## src/rtl/pipe_hazard_ctrl.sv

```systemverilog
`default_nettype none
// ============================================================================
//  Module   : pipe_hazard_ctrl
//  Purpose  : Stall/flush sequencer for the 16-bit fetch/decode/execute
//             pipeline. Tracks outstanding load results in an 8-entry
//             latency scoreboard, stalls fetch+decode on a read-after-load
//             hazard, and squashes decode for a fixed window after a
//             branch mispredict reported by execute.
//  Ports    : clk, reset (sync, active-high)
//             dec_valid, dec_src0/_used, dec_src1/_used, dec_dest,
//             dec_is_load        - decode-stage instruction fields
//             ex_mispredict      - execute resolved a mispredicted branch
//             fetch_stall        - fetcher holds PC
//             decode_stall       - decoder holds, emits NOP
//             decode_flush       - decoder discards, emits NOP
//             sb_busy[7:0]       - scoreboard entry nonzero (debug)
//             perf_stalls/perf_flushes - saturating 16-bit event counts
//  Options  : define PIPE_HAZARD_PERF_CNT_EN to build the perf counters;
//             otherwise perf ports are tied to zero and no flops exist.
//  Revision : 1.0  initial release
// ============================================================================
module pipe_hazard_ctrl #(
    parameter int LOAD_LAT     = 2,   // 1..7
    parameter int FLUSH_CYCLES = 2,   // 1..3
    parameter int DISCARD_REG  = 7
) (
    input  logic        clk,
    input  logic        reset,
    input  logic        dec_valid,
    input  logic [2:0]  dec_src0,
    input  logic        dec_src0_used,
    input  logic [2:0]  dec_src1,
    input  logic        dec_src1_used,
    input  logic [2:0]  dec_dest,
    input  logic        dec_is_load,
    input  logic        ex_mispredict,
    output logic        fetch_stall,
    output logic        decode_stall,
    output logic        decode_flush,
    output logic [7:0]  sb_busy,
    output logic [15:0] perf_stalls,
    output logic [15:0] perf_flushes
);

    localparam logic [2:0] c_load_lat    = 3'(LOAD_LAT);
    localparam logic [1:0] c_flush_init  = 2'(FLUSH_CYCLES - 1);
    localparam logic [2:0] c_discard_reg = 3'(DISCARD_REG);

    // Per-register cycles remaining until the load result is readable.
    logic [2:0] r_cnt [0:7];
    // Remaining flush cycles after the current one.
    logic [1:0] r_flush_cnt;

    logic       w_flush_now;
    logic       w_src0_hz;
    logic       w_src1_hz;
    logic       w_hazard;
    logic       w_stall;
    logic       w_flush;
    logic       w_issue;
    logic       w_load_alloc;

    // ------------------------------------------------------------------
    // Flush / hazard decode
    // ------------------------------------------------------------------
    assign w_flush_now = ex_mispredict | (r_flush_cnt != 2'd0);

    // The discard register is never allocated, but the explicit check keeps
    // the hazard independent of whatever its counter happens to hold.
    assign w_src0_hz = dec_src0_used && (dec_src0 != c_discard_reg) &&
                       (r_cnt[dec_src0] != 3'd0);
    assign w_src1_hz = dec_src1_used && (dec_src1 != c_discard_reg) &&
                       (r_cnt[dec_src1] != 3'd0);
    assign w_hazard  = dec_valid & (w_src0_hz | w_src1_hz);

    // All outputs are forced low while reset is asserted, even on the very
    // first reset cycle when the state registers are not yet cleared.
    assign w_flush = w_flush_now & ~reset;
    assign w_stall = w_hazard & ~w_flush_now & ~reset;

    assign fetch_stall  = w_stall;
    assign decode_stall = w_stall;
    assign decode_flush = w_flush;

    assign w_issue      = dec_valid & ~w_stall & ~w_flush_now;
    assign w_load_alloc = w_issue & dec_is_load & (dec_dest != c_discard_reg);

    // ------------------------------------------------------------------
    // Scoreboard: every nonzero entry counts down each cycle, regardless
    // of stall or flush. A new load allocation wins over the decrement, so
    // a repeated load to the same register restarts its full latency.
    // ------------------------------------------------------------------
    always_ff @(posedge clk) begin
        if (reset) begin
            for (int i = 0; i < 8; i++) begin
                r_cnt[i] <= 3'd0;
            end
        end else begin
            for (int i = 0; i < 8; i++) begin
                if (w_load_alloc && (dec_dest == 3'(i))) begin
                    r_cnt[i] <= c_load_lat;
                end else if (r_cnt[i] != 3'd0) begin
                    r_cnt[i] <= r_cnt[i] - 3'd1;
                end
            end
        end
    end

    // ------------------------------------------------------------------
    // Flush window: a mispredict restarts the window (no accumulation).
    // ------------------------------------------------------------------
    always_ff @(posedge clk) begin
        if (reset) begin
            r_flush_cnt <= 2'd0;
        end else if (ex_mispredict) begin
            r_flush_cnt <= c_flush_init;
        end else if (r_flush_cnt != 2'd0) begin
            r_flush_cnt <= r_flush_cnt - 2'd1;
        end
    end

    // ------------------------------------------------------------------
    // Debug view straight from the scoreboard registers.
    // ------------------------------------------------------------------
    for (genvar g = 0; g < 8; g++) begin : g_busy
        assign sb_busy[g] = ~reset & (r_cnt[g] != 3'd0);
    end

    // ------------------------------------------------------------------
    // Optional saturating performance counters.
    // ------------------------------------------------------------------
`ifdef PIPE_HAZARD_PERF_CNT_EN
    logic [15:0] r_perf_stalls;
    logic [15:0] r_perf_flushes;

    always_ff @(posedge clk) begin
        if (reset) begin
            r_perf_stalls  <= 16'd0;
            r_perf_flushes <= 16'd0;
        end else begin
            if (w_stall && (r_perf_stalls != 16'hFFFF)) begin
                r_perf_stalls <= r_perf_stalls + 16'd1;
            end
            if (w_flush && (r_perf_flushes != 16'hFFFF)) begin
                r_perf_flushes <= r_perf_flushes + 16'd1;
            end
        end
    end

    assign perf_stalls  = reset ? 16'd0 : r_perf_stalls;
    assign perf_flushes = reset ? 16'd0 : r_perf_flushes;
`else
    assign perf_stalls  = 16'd0;
    assign perf_flushes = 16'd0;
`endif

endmodule
`default_nettype wire

```

## config.mk

```make
export PLATFORM = sky130hd
export DESIGN_NAME = pipe_hazard_ctrl
export DESIGN_NICKNAME = d
export VERILOG_FILES = /design/src/rtl/pipe_hazard_ctrl.sv
export SDC_FILE = /design/constraint.sdc
export NUM_CORES = 1
export LEC_CHECK = 0
export BUFFER_PORTS_ARGS = -buffer_cell sky130_fd_sc_hd__buf_4
export CORE_MARGIN = 5
export CORE_UTILIZATION = 53
export DETAILED_ROUTE_END_ITERATION = 8
export GPL_TIMING_DRIVEN = 0
export PLACE_DENSITY = 0.85
export SLEW_MARGIN = 10
export SYNTH_ARGS = -nofsm -noshare
export SYNTH_HDL_FRONTEND = slang
export SYNTH_SLANG_ARGS = --single-unit
```

## constraint.sdc

```tcl
create_clock -name clk -period 2.6 [get_ports clk]
set_input_delay 0.13 -clock clk [delete_from_list [all_inputs] [get_ports clk]]
set_output_delay 0.13 -clock clk [all_outputs]
set_load 0.1 [all_outputs]
```

==> impl_metrics.ini <==
[routing]
drtPass1Iterations = 4
avgRoutedWirePerCell_um = 13.2
totalWireLength_mm = 4.49
via_count = 1712
route.detailed.drc = 0
vias_per_cell = 5.05
drt_iter0_markers = 32
antenna_left = 0

[placed_design]
place_congestion = 0.815
dp_slack_ps = 374
hpwl_mm = 3.49
numPortBuffers = 24
place_inst = 335

[die]
start_util_pct = 54.1
dieHeight_um = 73.7
ios = 59
die_area_sq_mm = 0.00543
die_x_um = 73.7
rows = 23
core_area_sq_mm = 0.00397

[timing]
setup-violations-final = 0
fin_crit_ps = 2470
finalWorstSetupSlack_ps = 129
skew_ps = 2.63
setup_tns_ps = 0
max_freq_mhz = 405
holdWs_ps = 15.0
rsz0062_at_grt = false
relSlewSlack_pct = 49.5
slew_viol_final = 0
hold_violations = 0
worst_slew_pin_slew_ps = 756
post-route-period-util_pct = 95.0

[pwr]
power.net_switching_mw = 1.34
p_leak_nw = 1.20
clockPowerShare_pct = 10.0
switching_share_pct = 50.1
comb_power_share_pct = 59.9
peakVddDrop_uv = 781
cellPowerDensity_mw_per_mm2 = 1040
p_seq_share_pct = 30.1
p_int_mw = 1.34

[global_routing]
grt_max_degree = 15
grt_pass1_vias = 1577
grt_pass1_wl_mm = 7.31
grt.total_usage_pct = 17.5
antenna_found_initial = 0
overflow = 0

[clocking]
clockBufferDepth = 2
htree_levels = 1
cts_root_buffer = clkbuf_8
cts_tree = yes
cts_made_buffers = 3
clk_pin_slew_ps = 90
clk_latency_ps = 280
cts_sinks = 26
cts_resized = 0
post_cts_buffers = 0
ctsHoldBuffers = 0

[synth]
yosys_warnings = 0
seq_area_frac_synth_pct = 35.4
synth-xor-area-share_pct = 0.408
syn_area_sq_mm = 0.00215
synth_top_cell_area_share_pct = 33.5
synthSimpleGateAreaFrac_pct = 16.9
synth-edff-count = 24
synth_top_family_by_area = buffers and inverters
synth_fa_ha_area_share_pct = 9.90
synth_area_per_cell_sq_um = 9.34
synth_cells = 230
synth_mux_area_share_pct = 0.466
synthFlopType = edfxtp_1
synth_area_leaders = edfxtp_1 (34%), buf_4 (12%), ha_1 (9.9%)
yosysTopAreaCell = edfxtp_1
synth-compound-area-share_pct = 16.6
ys_ff_latch = 26
synthArstFlopShare_pct = 0
synth.distinct_cells = 46

[worst_setup_path]
crit_path_end_kind = output port
crit_fanout = 10
start_kind = flop
r2r_slack_ps = 390
critPathArrivalTime_ps = 2340
cp.required_ps = 2470
path_class = flop to output port

[run_status]
status = finished, final reports clean

[finish]
drive_above_1_share_pct = 26.6
final_nets = 323
diodes = 0
fin_cells = 339
fin_util_pct = 64.6
area_growth_pct = 19.5

[flow_run]
maxCapViolations = 0

[min_path]
hp-class = input pin to flop
[registers in the layout (all words and copies together) (netlist names)]
signal / cells
r_cnt: 24
r_flush_cnt: 2
[metal layers]
metal  part of all wire (%)  track usage (%)  up-vias
li1                       -                -      866
met1                     42             22.7      773
met2                     47             28.3       66
met3                    9.3             3.42        7
met4                    1.6             7.04        0
met5                      0                0        -
[cells in the mapped netlist, drive strengths merged (4+ instances only)]
cell	number
nand3	6
a211o	4
nor3	12
buf	38
nor2	13
inv	33
ha	17
a21oi	12
nand2	8
or3	6
a31o	4
nor2b	4
a2111oi	6
o21ai	5
edfxtp	24
[critical path, stage by stage (launching register included)]
cell,delay (ps)
dfxtp_1,330
inv_1,50
ha_1,230
and3b_1,250
and2_1,190
o2111ai_1,140
o22a_4,290
buf_12,160
inv_6,90
buf_4,110
buf_6,210
[cell usage in the layout (no fill, tap or decap), drive strengths merged, types with 2 or more instances in the layout]
cell	instances
nand2	8
and3	3
ha	17
clkbuf	7
edfxtp	24
a211oi	2
o21ai	5
nor2b	4
nor2	13
and2	2
nand2b	3
a211o	4
conb	32
nand3	6
a2111oi	6
buf	62
or3	6
o211ai	3
nor4	3
dfxtp	2
inv	33
nor3b	2
nor3	12
a31o	4
a21oi	12
[worst paths after layout]
| kind | start | end | depth (start not counted) |
|---|---|---|---|
| worst max-delay path | r_flush_cnt[0]$_SDFFE_PP0P_ | fetch_stall | 10 |
| worst min-delay path | ex_mispredict | r_flush_cnt[1]$_SDFFE_PP0P_ | 2 |
| worst max register to register | r_flush_cnt[0]$_SDFFE_PP0P_ | r_cnt[4][2]$_SDFFCE_PN0P_ | 8 |
| worst min register to register | r_flush_cnt[1]$_SDFFE_PP0P_ | r_flush_cnt[1]$_SDFFE_PP0P_ | 2 |
[per-stage QoR]
step,area [sq um],power [mW]
after CTS,2560,2.67
after global routing,2570,2.87
final,2570,2.67
after detailed placement,2510,2.40
after global placement,2510,2.34
after floorplan,2260,2.09
[power by group through the flow]
stage	Combinational (mW)	Sequential, mW	Clock, mW
after floorplan	1.32	0.777	0
after global placement	1.54	0.796	0
after detailed placement	1.59	0.812	0
after CTS	1.60	0.803	0.273
after global routing	1.76	0.824	0.288
final	1.60	0.805	0.269
[cell families after synthesis]
| group | count (synthesis) |
|---|---|
| and+or+nand+nor | 68 |
| DFF | 26 |
| muxes | 1 |
| xor gates and xnor gates | 1 |
| adders and majority gates | 17 |
| other | 1 |
| buffers and inverters | 75 |
| AOI/OAI and AO/OA | 41 |
[layout make-up]
| type | count | area [sq um] |
|---|---|---|
| tap | 50 | 62.6 |
| timing repair buffer | 24 | 184 |
| buffer | 41 | 299 |
| sequential | 26 | 761 |
| multi-input combinational | 160 | 1070 |
| inverter | 34 | 133 |
| fill | 344 | 1410 |
| clock buffer | 4 | 55.1 |
Note: power is estimated with default switching activity, not from simulation.
